==> src/rtl/riscv_trap_sequencer.sv <==
// Machine-mode trap sequencer: turns exceptions, interrupts and MRET on the
// retiring instruction into trap-CSR updates and a fetch redirect.
module riscv_trap_sequencer #(
  parameter int unsigned     XLEN       = 32,
  parameter logic [XLEN-1:0] MTVEC_INIT = 'h100
) (
  input  logic            clk_i,
  input  logic            rst_ni,
  input  logic            req_valid_i,
  output logic            req_ready_o,
  input  logic [XLEN-1:0] req_pc_i,
  input  logic [XLEN-1:0] req_tval_i,
  input  logic [19:0]     req_exceptions_i,
  input  logic            req_mret_i,
  input  logic [2:0]      irq_i,
  input  logic            csr_we_i,
  input  logic [11:0]     csr_addr_i,
  input  logic [XLEN-1:0] csr_wdata_i,
  output logic [XLEN-1:0] csr_rdata_o,
  output logic            redir_valid_o,
  input  logic            redir_ready_i,
  output logic [XLEN-1:0] redir_pc_o,
  output logic [1:0]      prv_o
);

  localparam logic [11:0] CSR_MSTATUS = 12'h300;
  localparam logic [11:0] CSR_MIE     = 12'h304;
  localparam logic [11:0] CSR_MTVEC   = 12'h305;
  localparam logic [11:0] CSR_MEPC    = 12'h341;
  localparam logic [11:0] CSR_MCAUSE  = 12'h342;
  localparam logic [11:0] CSR_MTVAL   = 12'h343;

  localparam logic [1:0] PRV_U = 2'b00;
  localparam logic [1:0] PRV_M = 2'b11;

  localparam int unsigned NUM_PRIO = 15;
  localparam logic [4:0] EXC_PRIO [NUM_PRIO] = '{
    5'd3, 5'd12, 5'd1, 5'd2, 5'd0, 5'd8, 5'd11, 5'd4,
    5'd6, 5'd13, 5'd15, 5'd5, 5'd7, 5'd18, 5'd19
  };

  typedef enum logic [1:0] {
    S_IDLE,
    S_CAPTURE,
    S_REDIRECT
  } state_e;

  state_e          state_q, state_d;
  logic [1:0]      prv_q, prv_d;
  logic            mstatus_mie_q, mstatus_mie_d;
  logic            mstatus_mpie_q, mstatus_mpie_d;
  logic [1:0]      mstatus_mpp_q, mstatus_mpp_d;
  logic            meie_q, meie_d;
  logic            mtie_q, mtie_d;
  logic            msie_q, msie_d;
  logic [XLEN-1:0] mtvec_q, mtvec_d;
  logic [XLEN-1:0] mepc_q, mepc_d;
  logic [XLEN-1:0] mcause_q, mcause_d;
  logic [XLEN-1:0] mtval_q, mtval_d;
  logic [XLEN-1:0] redir_pc_q, redir_pc_d;
  logic [4:0]      cause_q, cause_d;
  logic            intr_q, intr_d;
  logic [XLEN-1:0] pc_q, pc_d;
  logic [XLEN-1:0] tval_q, tval_d;

  logic [19:0]     exc_vec;
  logic            exc_any;
  logic [4:0]      exc_cause;
  logic            exc_no_tval;
  logic [2:0]      irq_en;
  logic            irq_take;
  logic [4:0]      irq_cause;
  logic            take_exc, take_irq, take_mret;
  logic            csr_wr;
  logic [XLEN-1:0] trap_base;
  logic [XLEN-1:0] trap_target;

  // Unlisted cause bits fall back to lowest index; the listed order then
  // overrides, scanned backwards so the highest-priority set bit wins last.
  function automatic logic [4:0] pick_exception(input logic [19:0] exc);
    logic [4:0] cause;
    cause = 5'd0;
    for (int i = 19; i >= 0; i--) begin
      if (exc[i]) cause = 5'(i);
    end
    for (int i = NUM_PRIO - 1; i >= 0; i--) begin
      if (exc[EXC_PRIO[i]]) cause = EXC_PRIO[i];
    end
    return cause;
  endfunction

  always_comb begin
    exc_vec    = req_exceptions_i;
    exc_vec[2] = req_exceptions_i[2] | (req_mret_i & (prv_q == PRV_U));
    exc_any    = |exc_vec;
    exc_cause  = pick_exception(exc_vec);
    // MRET from user mode raises illegal-instruction with a zero tval.
    exc_no_tval = (exc_cause == 5'd8) || (exc_cause == 5'd9) || (exc_cause == 5'd11) ||
                  ((exc_cause == 5'd2) && !req_exceptions_i[2]);

    irq_en   = irq_i & {meie_q, mtie_q, msie_q};
    irq_take = (|irq_en) && (mstatus_mie_q || (prv_q == PRV_U));
    if (irq_en[2])      irq_cause = 5'd11;
    else if (irq_en[0]) irq_cause = 5'd3;
    else                irq_cause = 5'd7;

    take_exc  = (state_q == S_IDLE) && req_valid_i && exc_any;
    take_irq  = (state_q == S_IDLE) && req_valid_i && !exc_any && irq_take;
    take_mret = (state_q == S_IDLE) && req_valid_i && !exc_any && !irq_take && req_mret_i;

    csr_wr = csr_we_i && (state_q != S_CAPTURE) && !(take_exc || take_irq || take_mret);

    trap_base = {mtvec_q[XLEN-1:2], 2'b00};
    if ((mtvec_q[1:0] == 2'b01) && intr_q) begin
      trap_target = trap_base + {{(XLEN-7){1'b0}}, cause_q, 2'b00};
    end else begin
      trap_target = trap_base;
    end
  end

  always_comb begin
    // NOTE: every next-state signal is defaulted to its register first so no
    // path through the case/if tree leaves it unassigned and infers a latch.
    state_d        = state_q;
    prv_d          = prv_q;
    mstatus_mie_d  = mstatus_mie_q;
    mstatus_mpie_d = mstatus_mpie_q;
    mstatus_mpp_d  = mstatus_mpp_q;
    meie_d         = meie_q;
    mtie_d         = mtie_q;
    msie_d         = msie_q;
    mtvec_d        = mtvec_q;
    mepc_d         = mepc_q;
    mcause_d       = mcause_q;
    mtval_d        = mtval_q;
    redir_pc_d     = redir_pc_q;
    cause_d        = cause_q;
    intr_d         = intr_q;
    pc_d           = pc_q;
    tval_d         = tval_q;

    if (csr_wr) begin
      unique case (csr_addr_i)
        CSR_MSTATUS: begin
          mstatus_mie_d  = csr_wdata_i[3];
          mstatus_mpie_d = csr_wdata_i[7];
          if ((csr_wdata_i[12:11] == PRV_U) || (csr_wdata_i[12:11] == PRV_M)) begin
            mstatus_mpp_d = csr_wdata_i[12:11];
          end
        end
        CSR_MIE: begin
          meie_d = csr_wdata_i[11];
          mtie_d = csr_wdata_i[7];
          msie_d = csr_wdata_i[3];
        end
        CSR_MTVEC:  mtvec_d  = {csr_wdata_i[XLEN-1:2], 1'b0, (csr_wdata_i[1:0] == 2'b01)};
        CSR_MEPC:   mepc_d   = {csr_wdata_i[XLEN-1:1], 1'b0};
        CSR_MCAUSE: mcause_d = csr_wdata_i;
        CSR_MTVAL:  mtval_d  = csr_wdata_i;
        default: ;
      endcase
    end

    unique case (state_q)
      S_IDLE: begin
        if (take_exc) begin
          cause_d = exc_cause;
          intr_d  = 1'b0;
          pc_d    = req_pc_i;
          tval_d  = exc_no_tval ? '0 : req_tval_i;
          state_d = S_CAPTURE;
        end else if (take_irq) begin
          cause_d = irq_cause;
          intr_d  = 1'b1;
          pc_d    = req_pc_i;
          tval_d  = '0;
          state_d = S_CAPTURE;
        end else if (take_mret) begin
          redir_pc_d     = mepc_q;
          mstatus_mie_d  = mstatus_mpie_q;
          mstatus_mpie_d = 1'b1;
          prv_d          = mstatus_mpp_q;
          mstatus_mpp_d  = PRV_U;
          state_d        = S_REDIRECT;
        end
      end
      S_CAPTURE: begin
        mepc_d         = {pc_q[XLEN-1:1], 1'b0};
        mcause_d       = {intr_q, {(XLEN-6){1'b0}}, cause_q};
        mtval_d        = tval_q;
        mstatus_mpie_d = mstatus_mie_q;
        mstatus_mie_d  = 1'b0;
        mstatus_mpp_d  = prv_q;
        prv_d          = PRV_M;
        redir_pc_d     = trap_target;
        state_d        = S_REDIRECT;
      end
      S_REDIRECT: begin
        if (redir_ready_i) state_d = S_IDLE;
      end
      default: state_d = S_IDLE;
    endcase
  end

  // NOTE: sequential state uses non-blocking assignments so every register
  // samples the pre-edge values regardless of statement order.
  always_ff @(posedge clk_i or negedge rst_ni) begin
    if (!rst_ni) begin
      state_q        <= S_IDLE;
      prv_q          <= PRV_M;
      mstatus_mie_q  <= 1'b0;
      mstatus_mpie_q <= 1'b0;
      mstatus_mpp_q  <= PRV_M;
      meie_q         <= 1'b0;
      mtie_q         <= 1'b0;
      msie_q         <= 1'b0;
      mtvec_q        <= MTVEC_INIT;
      mepc_q         <= '0;
      mcause_q       <= '0;
      mtval_q        <= '0;
      redir_pc_q     <= '0;
      cause_q        <= '0;
      intr_q         <= 1'b0;
      pc_q           <= '0;
      tval_q         <= '0;
    end else begin
      state_q        <= state_d;
      prv_q          <= prv_d;
      mstatus_mie_q  <= mstatus_mie_d;
      mstatus_mpie_q <= mstatus_mpie_d;
      mstatus_mpp_q  <= mstatus_mpp_d;
      meie_q         <= meie_d;
      mtie_q         <= mtie_d;
      msie_q         <= msie_d;
      mtvec_q        <= mtvec_d;
      mepc_q         <= mepc_d;
      mcause_q       <= mcause_d;
      mtval_q        <= mtval_d;
      redir_pc_q     <= redir_pc_d;
      cause_q        <= cause_d;
      intr_q         <= intr_d;
      pc_q           <= pc_d;
      tval_q         <= tval_d;
    end
  end

  always_comb begin
    csr_rdata_o = '0;
    unique case (csr_addr_i)
      CSR_MSTATUS: begin
        csr_rdata_o[3]     = mstatus_mie_q;
        csr_rdata_o[7]     = mstatus_mpie_q;
        csr_rdata_o[12:11] = mstatus_mpp_q;
      end
      CSR_MIE: begin
        csr_rdata_o[11] = meie_q;
        csr_rdata_o[7]  = mtie_q;
        csr_rdata_o[3]  = msie_q;
      end
      CSR_MTVEC:  csr_rdata_o = mtvec_q;
      CSR_MEPC:   csr_rdata_o = mepc_q;
      CSR_MCAUSE: csr_rdata_o = mcause_q;
      CSR_MTVAL:  csr_rdata_o = mtval_q;
      default: ;
    endcase
  end

  assign req_ready_o   = (state_q == S_IDLE);
  assign redir_valid_o = (state_q == S_REDIRECT);
  assign redir_pc_o    = redir_pc_q;
  assign prv_o         = prv_q;

endmodule

==> config.mk <==
export PLATFORM = sky130hd
export DESIGN_NAME = riscv_trap_sequencer
export DESIGN_NICKNAME = d
export VERILOG_FILES = /design/src/rtl/riscv_trap_sequencer.sv
export SDC_FILE = /design/constraint.sdc
export NUM_CORES = 1
export LEC_CHECK = 0
export CELL_PAD_IN_SITES_DETAIL_PLACEMENT = 1
export CELL_PAD_IN_SITES_GLOBAL_PLACEMENT = 2
export CORE_ASPECT_RATIO = 0.9
export CORE_MARGIN = 5
export CORE_UTILIZATION = 34
export CTS_BUF_LIST = sky130_fd_sc_hd__clkbuf_16
export DETAILED_ROUTE_END_ITERATION = 8
export PLACE_DENSITY = 0.91
export SYNTH_ARGS = -nofsm -noshare
export SYNTH_HDL_FRONTEND = slang
export SYNTH_SLANG_ARGS = --single-unit
==> constraint.sdc <==
create_clock -name clk_i -period 2.7 [get_ports clk_i]
set_input_delay 0.27 -clock clk_i [delete_from_list [all_inputs] [get_ports clk_i]]
set_output_delay 0.27 -clock clk_i [all_outputs]
set_load 0.02 [all_outputs]
==> impl_metrics.prom <==
# TYPE chip_impl_metric gauge
chip_impl_info{name="status",value="complete, no violations"} 1
chip_impl_metric{name="clock_insertion_delay_worst_skew",unit="ns"} 0.54
chip_impl_info{name="grt_setup_unrepaired",value="yes"} 1
chip_impl_metric{name="vias_per_cell",unit=""} 5.56
chip_impl_metric{name="dp_hpwl",unit="µm"} 33800
chip_impl_metric{name="detailedRoute.firstIterationViolations",unit=""} 744
chip_impl_metric{name="numCtsBuffers",unit=""} 28
chip_impl_metric{name="first_pass_iteration_count_of_the_detailed_router",unit=""} 5
chip_impl_metric{name="layout_min_cycle_time",unit="ns"} 2.65
chip_impl_metric{name="fin_worst_skew",unit="ns"} 0.0111
chip_impl_info{name="synth_flop_cell",value="dfrtp_1"} 1
chip_impl_metric{name="fp.dieW",unit="µm"} 210
chip_impl_metric{name="ys.warnings.count",unit=""} 0
chip_impl_metric{name="multiInputGateArea",unit="µm²"} 6020
chip_impl_info{name="clock_tree.root_cell",value="clkbuf_16"} 1
chip_impl_metric{name="routed_wl",unit="µm"} 47100
chip_impl_metric{name="antenna_violating_nets_post_route",unit=""} 0
chip_impl_metric{name="synth_area_per_cell",unit="µm²"} 9.93
chip_impl_metric{name="wl_met3",unit="µm"} 2600
chip_impl_metric{name="layout.nets",unit=""} 1643
chip_impl_metric{name="post_synthesis_cells",unit=""} 1234
chip_impl_info{name="setup.worst_path.class",value="input port to output port"} 1
chip_impl_metric{name="netlist_area",unit="µm²"} 12300
chip_impl_metric{name="clkSlewWorstSetupHoldPaths",unit="ns"} 0.05
chip_impl_metric{name="worst-endpoint-required",unit="ns"} 2.43
chip_impl_metric{name="post_dp_cell_area",unit="µm²"} 15600
chip_impl_metric{name="vias_in_the_first_global_route",unit=""} 11700
chip_impl_metric{name="worst_ir_drop_vdd",unit="µV"} 543
chip_impl_metric{name="worst_slew_margin_relative_to_its_limit",unit=""} 0.408
chip_impl_metric{name="layout.cell_area.non_filler",unit="µm²"} 16700
chip_impl_metric{name="register_area_share_after_synthesis",unit=""} 0.485
chip_impl_info{name="cp-end-kind",value="output port"} 1
chip_impl_metric{name="timing.fmax",unit="MHz"} 377
chip_impl_metric{name="layout-drive-gt1-share",unit=""} 0.183
chip_impl_metric{name="cts.path.max_buffers",unit=""} 3
chip_impl_metric{name="maxSlewViolCount",unit=""} 0
chip_impl_metric{name="fillers",unit=""} 4009
chip_impl_metric{name="ff_latch_area",unit="µm²"} 5940
chip_impl_metric{name="track_usage",unit=""} 0.228
chip_impl_info{name="synth_largest_area_cell",value="dfrtp_1"} 1
chip_impl_metric{name="hold_viol_final",unit=""} 0
chip_impl_metric{name="synth-edff-count",unit=""} 0
chip_impl_info{name="critPathLaunchType",value="input port"} 1
chip_impl_info{name="top_layer_used",value="met5"} 1
chip_impl_metric{name="synth_cell_types",unit=""} 73
chip_impl_metric{name="clock-sinks",unit=""} 237
chip_impl_metric{name="drc_errors",unit=""} 0
chip_impl_metric{name="synthesis.nets",unit=""} 1377
chip_impl_metric{name="detailroute.wirelength.met2",unit="µm"} 21500
chip_impl_metric{name="synth.ff_latch_count",unit=""} 237
chip_impl_metric{name="grt_start_max_net_pins",unit=""} 98
chip_impl_metric{name="async_reset_ff_frac",unit=""} 1.00
chip_impl_metric{name="grt_antenna_before_repair",unit=""} 4
chip_impl_metric{name="core",unit="µm²"} 35800
chip_impl_info{name="hold_path_class",value="input port to asynchronous set/reset pin"} 1
chip_impl_metric{name="power.leakage",unit="nW"} 7.46
chip_impl_info{name="synth.area.top_cells",value="dfrtp_1, mux2i_1, nand2_1, o21ai_0, mux2_2"} 1
chip_impl_metric{name="worstPathArrival",unit="ns"} 2.38
chip_impl_metric{name="path_max_fanout",unit=""} 7
chip_impl_metric{name="grt.overflow.total",unit=""} 0
chip_impl_metric{name="routabilityCongestion",unit=""} 0.902
chip_impl_metric{name="power.total",unit="W"} 0.0128
chip_impl_metric{name="routedLengthMet1",unit="µm"} 21600
chip_impl_info{name="tritoncts",value="done"} 1
chip_impl_metric{name="final_setup_violation_count",unit=""} 0
chip_impl_metric{name="pwr_density_cell",unit="nW/µm²"} 766
chip_impl_metric{name="area_delta_synth_final",unit="%"} 36.3
chip_impl_metric{name="die_y",unit="µm"} 190
chip_impl_metric{name="floorplan.die_area",unit="µm²"} 39900
chip_impl_metric{name="max_slew.worst_pin.slew",unit="ns"} 0.885
chip_impl_metric{name="post-synth-top-area-fraction",unit=""} 0.474
chip_impl_metric{name="initial_utilization",unit=""} 0.342
chip_impl_metric{name="portBuffers",unit=""} 202
chip_impl_metric{name="floorplan.io_pins",unit=""} 205
chip_impl_metric{name="avgRoutedWirePerCell",unit="µm"} 23.5
chip_impl_metric{name="grt_first_pass_wirelength",unit="µm"} 72000
chip_impl_metric{name="cap_viol_max_count",unit=""} 0
chip_impl_info{name="setup.worst_path.start",value="csr_addr_i[8]"} 1
chip_impl_info{name="reg2reg_from",value="mtvec_q[2]"} 1
chip_impl_metric{name="htree_levels",unit=""} 1
chip_impl_metric{name="std_cell_rows",unit=""} 66
chip_impl_metric{name="min_period_over_period",unit=""} 0.983
chip_impl_metric{name="number_of_vias_after_detailed_routing",unit=""} 11100
state kept, by name, summed over array words and instances (netlist names):
register	cells
mepc_q	31
cause_q	5
mstatus_mpp_q	2
pc_q	31
mstatus_mie_q	1
prv_o	2
tval_q	32
mtval_q	32
mtvec_q	31
msie_q	1
mstatus_mpie_q	1
redir_pc_o	31
meie_q	1
state_q	2
intr_q	1
mtie_q	1
mcause_q	32
stage by stage:
step           utilization  setup WS (ns)  std cells  hold WS [ns]  TNS, ns
5_1_grt              0.466       -0.00553       1999         0.300  -0.0102
4_1_cts              0.463        0.00113       1993         0.294        0
3_5_place_dp         0.436         -0.704       1927         0.284   -60.49
3_3_place_gp         0.436         -0.728       1927         0.282   -49.77
2_1_floorplan            -          0.147       1234       -0.0256        0
6_report             0.466         0.0462       1999         0.295        0
report_power, final:
part | switching, W | internal [W]
sequential | 0.000819 | 0.00469
combinational | 0.00219 | 0.00158
clock | 0.00150 | 0.00201
total | 0.00451 | 0.00828
per-layer routing:
| layer | vias up | global-route usage |
|---|---|---|
| met4 | 6 | 0.0597 |
| met3 | 76 | 0.0404 |
| met2 | 303 | 0.359 |
| met5 | - | 0 |
| met1 | 5692 | 0.327 |
| li1 | 5036 | - |
repair_timing:
item                       in CTS  in global routing
buffers inserted               12                  4
pin swaps                       4                  4
setup endpoints to repair      32                 36
resized for setup             167                 38
hold buffers                    1                  0
hold endpoints to repair       72                  0
cloned                          1                  1
cells by family (layout without fill, tap and decap cells):
group | Yosys count | count (layout) | synth area share
AO/OA/AOI/OAI | 320 | 320 | 0.166
XOR/XNOR | 25 | 25 | 0.0179
adder cells (fa/ha/maj) | 6 | 6 | 0.00674
buffers and inverters | 108 | 396 | 0.0385
flip-flops | 237 | 237 | 0.485
multiplexers | 169 | 169 | 0.145
other | 1 | 2 | 0.000306
AND/OR/NAND/NOR | 368 | 368 | 0.141
synthesized netlist by cell type (4+ instances only):
cell type    n
dfrtp_1    232
nand2_1    197
o21ai_0    107
mux2i_1    104
clkbuf_1    58
a22oi_1     45
nand3_1     45
mux2_2      44
o211ai_1    38
nand4_1     37
a21oi_1     36
nor2_1      34
o21ai_1     33
mux2_1      21
buf_2       20
inv_1       18
xnor2_1     18
a211oi_1    11
nor3_1       9
nor4_1       7
xor2_1       7
a21o_1       5
a221o_1      5
and3_1       5
buf_1        5
dfstp_2      5
ha_1         5
o31ai_1      5
or3_1        5
buf_6        4
nor2b_1      4
path summary, 6_finish.rpt:
check / slack (ns) / endpoint / depth (start not counted)
setup / recovery: 0.05 / csr_rdata_o[11] / 10
hold / removal: 0.29 / redir_pc_o[3] / 2
setup reg to reg: 0.12 / redir_pc_o[28] / 9
hold reg to reg: 0.48 / tval_q[23] / 2
max in group asynchronous: 1.45 / tval_q[8] / 3
min in group clk_i: 0.31 / state_q[1] / 2
critical path, cell delays in order:
cell	delay, ns
clkdlybuf4s50_1	0.45
nor4bb_2	0.27
buf_4	0.17
nand2b_4	0.05
or3_4	0.47
buf_4	0.21
nor2_1	0.11
a221oi_1	0.06
nand2_1	0.16
buf_4	0.17
cells in the final DEF (no fill, tap or decap), types with 7 or more instances in the layout:
cell type	count
nand3_1	45
mux2i_1	101
o211ai_1	38
xnor2_1	18
o21ai_1	40
a21oi_1	34
buf_2	19
clkbuf_16	30
a22oi_1	40
buf_4	99
nand4_1	37
xor2_1	7
buf_12	26
clkdlybuf4s50_1	164
inv_1	29
nand2_1	196
mux2_1	21
mux2_2	44
o21ai_0	94
nor2_1	33
nor3_1	9
dfrtp_1	232
a211oi_1	11
clkinv_1	8
layout make-up:
cell class,instances,area share
multi-input combinational,889,0.361
sequential,237,0.355
timing repair buffer,326,0.193
clock buffer,29,0.0434
tap,476,0.0357
clock inverter,23,0.00712
inverter,18,0.00405
antenna,1,0.000150
(Power assumes the default switching activity.)
